==> src/rtl/mem_port_if.sv <==
// Bundle of the L2 read port, the eviction-write-buffer drain port and the
// wishbone port towards physical memory.
//
// Handshakes: rd_req / wb_req are level requests held by the requester until
// the matching one-cycle rd_ack / wb_ack pulse. On the memory side, CYC/STB
// stay high for the whole transaction. The transaction ends in the cycle
// where mem_ack is high. rd_dat is valid while rd_ack is high.
//
// master: the arbiter (owns the memory port).
// slave : the environment (L2, EWB and physical memory).
interface mem_port_if #(
  parameter int ADDR_W = 27,
  parameter int DATA_W = 256
);
  logic              rd_req;
  logic [ADDR_W-1:0] rd_adr;
  logic [DATA_W-1:0] rd_dat;
  logic              rd_ack;
  logic              wb_req;
  logic [ADDR_W-1:0] wb_adr;
  logic [DATA_W-1:0] wb_dat;
  logic              wb_ack;
  logic              mem_cyc;
  logic              mem_stb;
  logic              mem_we;
  logic [ADDR_W-1:0] mem_adr;
  logic [DATA_W-1:0] mem_dat_m;
  logic [DATA_W/8-1:0] mem_sel;
  logic [DATA_W-1:0] mem_dat_s;
  logic              mem_ack;

  modport master (
    input  rd_req, rd_adr, wb_req, wb_adr, wb_dat, mem_dat_s, mem_ack,
    output rd_dat, rd_ack, wb_ack, mem_cyc, mem_stb, mem_we, mem_adr,
           mem_dat_m, mem_sel
  );

  modport slave (
    output rd_req, rd_adr, wb_req, wb_adr, wb_dat, mem_dat_s, mem_ack,
    input  rd_dat, rd_ack, wb_ack, mem_cyc, mem_stb, mem_we, mem_adr,
           mem_dat_m, mem_sel
  );
endinterface

==> src/rtl/mem_port_arbiter.sv <==
// Memory port arbiter: shares one wishbone port between L2 miss reads and
// eviction-write-buffer drains, one line transaction at a time. Reads are
// preferred. A waiting write is forced after WR_STARVE_MAX reads. A read
// that hits the buffered write line (RAW) is ordered behind the write.
// Optional macro MEMPORT_RAW_FWD_EN: a RAW read is served directly from
// wb_dat in a FWD state, with no memory access.
module mem_port_arbiter #(
  parameter int ADDR_W        = 27,
  parameter int DATA_W        = 256,
  parameter int WR_STARVE_MAX = 4
) (
  input  logic        clk,
  input  logic        rst,
  mem_port_if.master  bus,
  output logic [1:0]  state_dbg,
  output logic [7:0]  starve_dbg
);

  localparam logic [1:0] IDLE = 2'd0;
  localparam logic [1:0] RD   = 2'd1;
  localparam logic [1:0] WR   = 2'd2;
`ifdef MEMPORT_RAW_FWD_EN
  localparam logic [1:0] FWD  = 2'd3;
`endif
  localparam logic [7:0] STARVE_MAX = 8'(WR_STARVE_MAX);

  logic [1:0]        state, state_d;
  logic [7:0]        starve_cnt, starve_d;
  logic [ADDR_W-1:0] mem_adr_q;
  logic [DATA_W-1:0] mem_dat_m_q;
  logic [DATA_W-1:0] rd_dat_q;
  logic [DATA_W-1:0] rd_dat_c;
  logic              rd_ack_c;
  logic              busy;
  logic              raw;

  assign raw  = (bus.rd_adr == bus.wb_adr);
  assign busy = (state == RD) || (state == WR);

  // Grant decision in IDLE, completion tracking in RD/WR.
  always_comb begin
    state_d  = state;
    starve_d = starve_cnt;
    case (state)
      IDLE: begin
        if (bus.rd_req && bus.wb_req) begin
          if (raw) begin
`ifdef MEMPORT_RAW_FWD_EN
            state_d = FWD;
`else
            state_d  = WR;
            starve_d = 8'd0;
`endif
          end else if (starve_cnt < STARVE_MAX) begin
            state_d  = RD;
            starve_d = starve_cnt + 8'd1;
          end else begin
            state_d  = WR;
            starve_d = 8'd0;
          end
        end else if (bus.rd_req) begin
          state_d = RD;
        end else if (bus.wb_req) begin
          state_d  = WR;
          starve_d = 8'd0;
        end
      end
      RD, WR: begin
        if (bus.mem_ack) state_d = IDLE;
      end
      default: state_d = IDLE;
    endcase
  end

  // Read completion: data passes straight through in the ack cycle.
  always_comb begin
    rd_ack_c = 1'b0;
    rd_dat_c = rd_dat_q;
    if (state == RD && bus.mem_ack) begin
      rd_ack_c = 1'b1;
      rd_dat_c = bus.mem_dat_s;
    end
`ifdef MEMPORT_RAW_FWD_EN
    if (state == FWD) begin
      rd_ack_c = 1'b1;
      rd_dat_c = bus.wb_dat;
    end
`endif
  end

  // FSM, starvation counter, latched transaction and held read line.
  always_ff @(posedge clk or posedge rst) begin
    if (rst) begin
      state       <= IDLE;
      starve_cnt  <= 8'd0;
      mem_adr_q   <= '0;
      mem_dat_m_q <= '0;
      rd_dat_q    <= '0;
    end else begin
      state      <= state_d;
      starve_cnt <= starve_d;
      if (state == IDLE && state_d == RD) begin
        mem_adr_q <= bus.rd_adr;
      end
      if (state == IDLE && state_d == WR) begin
        mem_adr_q   <= bus.wb_adr;
        mem_dat_m_q <= bus.wb_dat;
      end
      if (rd_ack_c) begin
        rd_dat_q <= rd_dat_c;
      end
    end
  end

  assign bus.mem_cyc   = busy;
  assign bus.mem_stb   = busy;
  assign bus.mem_we    = (state == WR);
  assign bus.mem_adr   = mem_adr_q;
  assign bus.mem_dat_m = mem_dat_m_q;
  assign bus.mem_sel   = busy ? {(DATA_W/8){1'b1}} : {(DATA_W/8){1'b0}};
  assign bus.rd_ack    = rd_ack_c;
  assign bus.rd_dat    = rd_dat_c;
  assign bus.wb_ack    = (state == WR) && bus.mem_ack;

  assign state_dbg  = state;
  assign starve_dbg = starve_cnt;

endmodule

==> src/flat_wrapper.sv <==
// flat-port wrapper written by rule: the top's interface ports become plain ports
module mem_port_arbiter_flat 
#(
  parameter int ADDR_W        = 27,
  parameter int DATA_W        = 256,
  parameter int WR_STARVE_MAX = 4
)
  (clk, rst, state_dbg, starve_dbg, bus_rd_req, bus_rd_adr, bus_wb_req, bus_wb_adr, bus_wb_dat, bus_mem_dat_s, bus_mem_ack, bus_rd_dat, bus_rd_ack, bus_wb_ack, bus_mem_cyc, bus_mem_stb, bus_mem_we, bus_mem_adr, bus_mem_dat_m, bus_mem_sel);
  mem_port_if #(.ADDR_W(ADDR_W), .DATA_W(DATA_W)) bus_i ();
  input  logic clk;
  input  logic rst;
  output logic [1:0] state_dbg;
  output logic [7:0] starve_dbg;
  input wire logic [$bits(bus_i.rd_req)-1:0] bus_rd_req;
  input wire logic [$bits(bus_i.rd_adr)-1:0] bus_rd_adr;
  input wire logic [$bits(bus_i.wb_req)-1:0] bus_wb_req;
  input wire logic [$bits(bus_i.wb_adr)-1:0] bus_wb_adr;
  input wire logic [$bits(bus_i.wb_dat)-1:0] bus_wb_dat;
  input wire logic [$bits(bus_i.mem_dat_s)-1:0] bus_mem_dat_s;
  input wire logic [$bits(bus_i.mem_ack)-1:0] bus_mem_ack;
  output wire logic [$bits(bus_i.rd_dat)-1:0] bus_rd_dat;
  output wire logic [$bits(bus_i.rd_ack)-1:0] bus_rd_ack;
  output wire logic [$bits(bus_i.wb_ack)-1:0] bus_wb_ack;
  output wire logic [$bits(bus_i.mem_cyc)-1:0] bus_mem_cyc;
  output wire logic [$bits(bus_i.mem_stb)-1:0] bus_mem_stb;
  output wire logic [$bits(bus_i.mem_we)-1:0] bus_mem_we;
  output wire logic [$bits(bus_i.mem_adr)-1:0] bus_mem_adr;
  output wire logic [$bits(bus_i.mem_dat_m)-1:0] bus_mem_dat_m;
  output wire logic [$bits(bus_i.mem_sel)-1:0] bus_mem_sel;
  assign bus_i.rd_req = bus_rd_req;
  assign bus_i.rd_adr = bus_rd_adr;
  assign bus_i.wb_req = bus_wb_req;
  assign bus_i.wb_adr = bus_wb_adr;
  assign bus_i.wb_dat = bus_wb_dat;
  assign bus_i.mem_dat_s = bus_mem_dat_s;
  assign bus_i.mem_ack = bus_mem_ack;
  assign bus_rd_dat = bus_i.rd_dat;
  assign bus_rd_ack = bus_i.rd_ack;
  assign bus_wb_ack = bus_i.wb_ack;
  assign bus_mem_cyc = bus_i.mem_cyc;
  assign bus_mem_stb = bus_i.mem_stb;
  assign bus_mem_we = bus_i.mem_we;
  assign bus_mem_adr = bus_i.mem_adr;
  assign bus_mem_dat_m = bus_i.mem_dat_m;
  assign bus_mem_sel = bus_i.mem_sel;
  mem_port_arbiter #(.ADDR_W(ADDR_W), .DATA_W(DATA_W), .WR_STARVE_MAX(WR_STARVE_MAX)) u_core (.clk(clk), .rst(rst), .bus(bus_i), .state_dbg(state_dbg), .starve_dbg(starve_dbg));
endmodule
==> config.mk <==
export PLATFORM = sky130hd
export DESIGN_NAME = mem_port_arbiter_flat
export DESIGN_NICKNAME = d
export VERILOG_FILES = /design/src/rtl/mem_port_if.sv /design/src/rtl/mem_port_arbiter.sv /design/src/flat_wrapper.sv
export SDC_FILE = /design/constraint.sdc
export NUM_CORES = 1
export LEC_CHECK = 0
export CORE_AREA = 10 10 448 450
export CTS_CLUSTER_SIZE = 30
export DETAILED_ROUTE_END_ITERATION = 10
export DIE_AREA = 0 0 458 460
export SLEW_MARGIN = 15
export SYNTH_ARGS = -nofsm -noshare
export SYNTH_HDL_FRONTEND = slang
export SYNTH_SLANG_ARGS = --single-unit
==> constraint.sdc <==
create_clock -name clk -period 21.8 [get_ports clk]
set_input_delay 4.36 -clock clk [delete_from_list [all_inputs] [get_ports clk]]
set_output_delay 4.36 -clock clk [all_outputs]
set_load 0.02 [all_outputs]
After elaboration in Yosys (flattened, before gate mapping):

Index checks and enable logic that the tools add are counted.

* add/subtract/negate cells: 1
* equality and inequality tests: 6
* mux-type cells: 17
* reductions and logical operators: 11
* $lt $le $gt $ge: 1

Operators with widths (number)
* $mux W256: 1
* $mux W27: 2
* $mux W8: 5
* $mux W32: 1
* $eq A27 B27 Y1: 1
* $mux W2: 6
* $add A8 B1 Y8 const B: 1
* $lt A8 B3 Y1 const B: 1
* $logic_and A1 B1 Y1: 5
* $eq A2 B1 Y1 const B: 2
* $eq A2 B2 Y1 const B: 2
* $pmux W2 S2: 1
* $reduce_bool A2 Y1: 2
* $reduce_and A3 Y1: 1
* $logic_not A2 Y1: 1
* $ne A2 B1 Y1 const B: 1
* $reduce_or A2 Y1: 1
* $logic_or A1 B1 Y1: 1
* $mux W1: 1

* register bits: 549
* logic and storage cells: 41
* output and inout port bits: 586

Logic depth before layout (Yosys ltp):

* depth after elaboration: 9
* depth in mapped cells: 11
* gate-level depth less buffers: 9

Worst setup path before layout:

OpenSTA, ideal clock, no wires.

* path type: input -> output
* start point: input port bus_mem_ack
* end point: output port bus_rd_dat[226]
* arrival time: 5.923 ns
* stages on the path: 5
* setup slack: 11.517 ns
* required time: 17.440 ns
* cell sequence: and2_1 -> clkbuf_1 -> clkbuf_1 -> clkbuf_1 -> mux2_2

* word-level cells in the longest chain between the ends: 2

RTL lines
* start, declared: RTL line flat_wrapper.sv:20 `input wire logic [$bits(bus_i.mem_ack)-1:0] bus_mem_ack;`
* $logic_and A1 B1 Y1: RTL line mem_port_arbiter.sv:79 `if (state == RD && bus.mem_ack) begin`
* $mux W256: RTL line mem_port_arbiter.sv:79
* end, declared: RTL line flat_wrapper.sv:21 `output wire logic [$bits(bus_i.rd_dat)-1:0] bus_rd_dat;`

Every way passes these cells.

Final worst setup path:

* start point: input port bus_mem_ack
* end point: output port bus_rd_dat[129]

The elaborated chain is that of the path after synthesis.

==> out/results.ini <==
[placement]
hpwl_mm = 130
dp.cells = 5166
gp_congestion = 0.835
port_buffers = 1156
dpl_worst_slack_ns = 8.37

[detailed_routing]
vias_per_cell = 3.47
vias = 18500
wl_per_cell_um = 28.6
ant_nets = 0
wirelength_mm = 153
drtPass1Iterations = 4
drc = 0
first_iter_violations = 937

[global_routing]
grt_pass1_wl_mm = 195
grt_pass1_vias = 19700
grt_max_degree = 87
gr-total-overflow = 0
grt_usage = 0.139
antenna_found_initial = 182

[clock_network]
cts-resized-gates = 0
insertion_delay_ns = 0.67
cts-buffers-inserted = 73
cts_root_buffer = clkbuf_16
clockBufferDepth = 3
htreeDepth = 3
ctsHoldBuffers = 0
cts_tree = built
cts_sinks = 549
clk_pin_slew_ns = 0.05
post_cts_buffers = 0

[yosys]
yosysMostFrequentCell = mux2_2
synth_area_um2 = 24500
synthFlopType = dfrtp_1
synth_top_area_frac = 0.560
synth_common_cells = mux2_2 (669), dfrtp_1 (549), mux2_1 (133)
synthDistinctLibCells = 38
synth_cells = 1589
yosys_register_bits = 549
synth_top_area_cell = dfrtp_1
synth-edff-count = 0
yosysWarningCount = 0
seq_area_frac_synth = 0.560
avgSynthCellArea_um2 = 15.4
synth_area_leaders = dfrtp_1 (56%), mux2_2 (31%), mux2_1 (6.1%)
syn_nets = 2165
async_reset_ff_frac = 1.00

[worst_hold_path]
worst_hold_startpoint = u_core.bus.mem_dat_m[10]
hold_depth = 1
whs_endpoint = u_core.bus.mem_dat_m[10]
min_path_type = reg -> reg

[floorplanning]
die_y_um = 460
die_area_um2 = 211000
io_pins = 1157
die_w_um = 458
rows = 161
start_util = 0.128
coreArea_um2 = 192000

[finish]
nets = 3291
syn_to_final_growth_pct = 68.1
final_cells = 5344
drive_gt1_frac = 0.304
fillers = 20500
fin_util = 0.215
multiInputGateArea_um2 = 10000
final-seq-area_um2 = 13700

[timing]
period_share = 0.615
hold_viol_final = 0
setup-violations-final = 0
fmax_mhz = 74.5
relSlewSlack = 0.256
fin_skew_ns = 0.0245
min_period_ns = 13.42
drv_slew = 0
holdWs_ns = 0.484
rsz0062_at_grt = no
tns_ns = 0
finalWorstSetupSlack_ns = 8.38
worstMarginPinSlew_ns = 1.12

[critical_path]
crit_arrival_ns = 9.06
start_kind = input pin
ff2ff_path_depth = 9
r2r_end = u_core.bus.mem_adr[13]
cp-end-kind = primary output
critPathKind = in -> out
reg2reg_slack_ns = 16.43
path_max_fanout = 86
timing.rr.start = u_core.state_dbg[0]
cp.required_ns = 17.44

[run]
max_cap_violations = 0

[power_and_ir_drop]
peakVddDrop_uv = 91.2
power_leakage_nw = 15.9
power_density_nw_per_um2 = 164

[status]
status = completed

-- cells in the final DEF, fill, tap and decap left out, drive strengths merged, types with 2 or more instances in the layout --
| cell type | netlist | final |
|---|---|---|
| nand2b | 3 | 3 |
| and2 | 7 | 7 |
| ha | 5 | 5 |
| nor3 | 7 | 7 |
| mux2 | 822 | 822 |
| inv | 4 | 12 |
| clkinv | 0 | 11 |
| a21oi | 2 | 2 |
| xnor2 | 28 | 28 |
| clkinvlp | 0 | 9 |
| nand3 | 3 | 3 |
| nand4 | 6 | 6 |
| dfrtp | 549 | 549 |
| bufinv | 0 | 4 |
| o21ai | 2 | 2 |
| diode | 0 | 46 |
| clkdlybuf4s50 | 0 | 1156 |
| nand2 | 9 | 9 |
| nor2 | 5 | 5 |
| buf | 68 | 20 |
| a21o | 2 | 2 |
| clkbuf | 57 | 100 |
-- worst max-delay path, stage by stage --
cell,delay (ns)
clkdlybuf4s50_1,0.55
and2_4,0.61
buf_4,0.79
buf_4,0.67
buf_4,0.91
mux2_2,0.43
clkdlybuf4s50_1,0.55
-- cell type report --
| class | count | share of cell area |
|---|---|---|
| antenna | 46 | 0.00279 |
| clock buffer | 100 | 0.0516 |
| clock inverter | 32 | 0.00883 |
| inverter | 4 | 0.000546 |
| multi-input combinational | 911 | 0.242 |
| sequential | 549 | 0.333 |
| tap | 2526 | 0.0766 |
| timing repair buffer | 1176 | 0.284 |
-- worst max path at each step --
| stage | from | to | depth (start not counted) |
|---|---|---|---|
| after floorplan | rst | u_core.bus.mem_adr[0] | 1 |
| after CTS | bus_mem_ack | bus_rd_dat[141] | 7 |
| after global placement | bus_mem_ack | bus_rd_dat[136] | 7 |
| final | bus_mem_ack | bus_rd_dat[129] | 7 |
| after global routing | bus_mem_ack | bus_rd_dat[141] | 7 |
| after detailed placement | bus_mem_ack | bus_rd_dat[141] | 7 |
-- metal layers --
| metal | global-route usage | part of all wire | vias to the layer above |
|---|---|---|---|
| met1 | 0.158 | 0.39 | 9013 |
| met3 | 0.0784 | 0.13 | 346 |
| li1 | - | - | 7972 |
| met5 | 0 | 0.0016 | - |
| met4 | 0.0604 | 0.039 | 38 |
| met2 | 0.211 | 0.44 | 1158 |
-- per-stage QoR --
stage / power [W] / area (um^2)
after floorplan: 0.00378 / 24500
after global placement: 0.00556 / 38600
after detailed placement: 0.00559 / 38600
after CTS: 0.00693 / 41100
after global routing: 0.00717 / 41200
final: 0.00678 / 41300
-- cells by family (layout without fill, tap and decap cells) --
| group | count (synthesis) | in the layout | share of synthesized area |
|---|---|---|---|
| buffers and inverters | 129 | 1312 | 0.0330 |
| and+or+nand+nor | 43 | 43 | 0.00984 |
| DFF | 549 | 549 | 0.560 |
| AOI/OAI and AO/OA | 12 | 12 | 0.00454 |
| adders and majority gates | 5 | 5 | 0.00255 |
| xor gates and xnor gates | 29 | 29 | 0.0103 |
| muxes | 822 | 822 | 0.380 |
| other | 0 | 46 | 0 |
-- state kept, by name (all words and copies together) (netlist names) --
name	cells
u_core.bus.mem_dat_m	256
u_core.rd_dat_q	256
u_core.bus.mem_adr	27
u_core.starve_dbg	8
u_core.state_dbg	2
-- report_power, final --
| part | internal, W | switching (W) |
|---|---|---|
| Sequential | 0.00154 | 0.000270 |
| Combinational | 0.00186 | 0.00185 |
| Clock | 0.000739 | 0.000517 |
No activity file was read; power rests on OpenSTA's default activity.
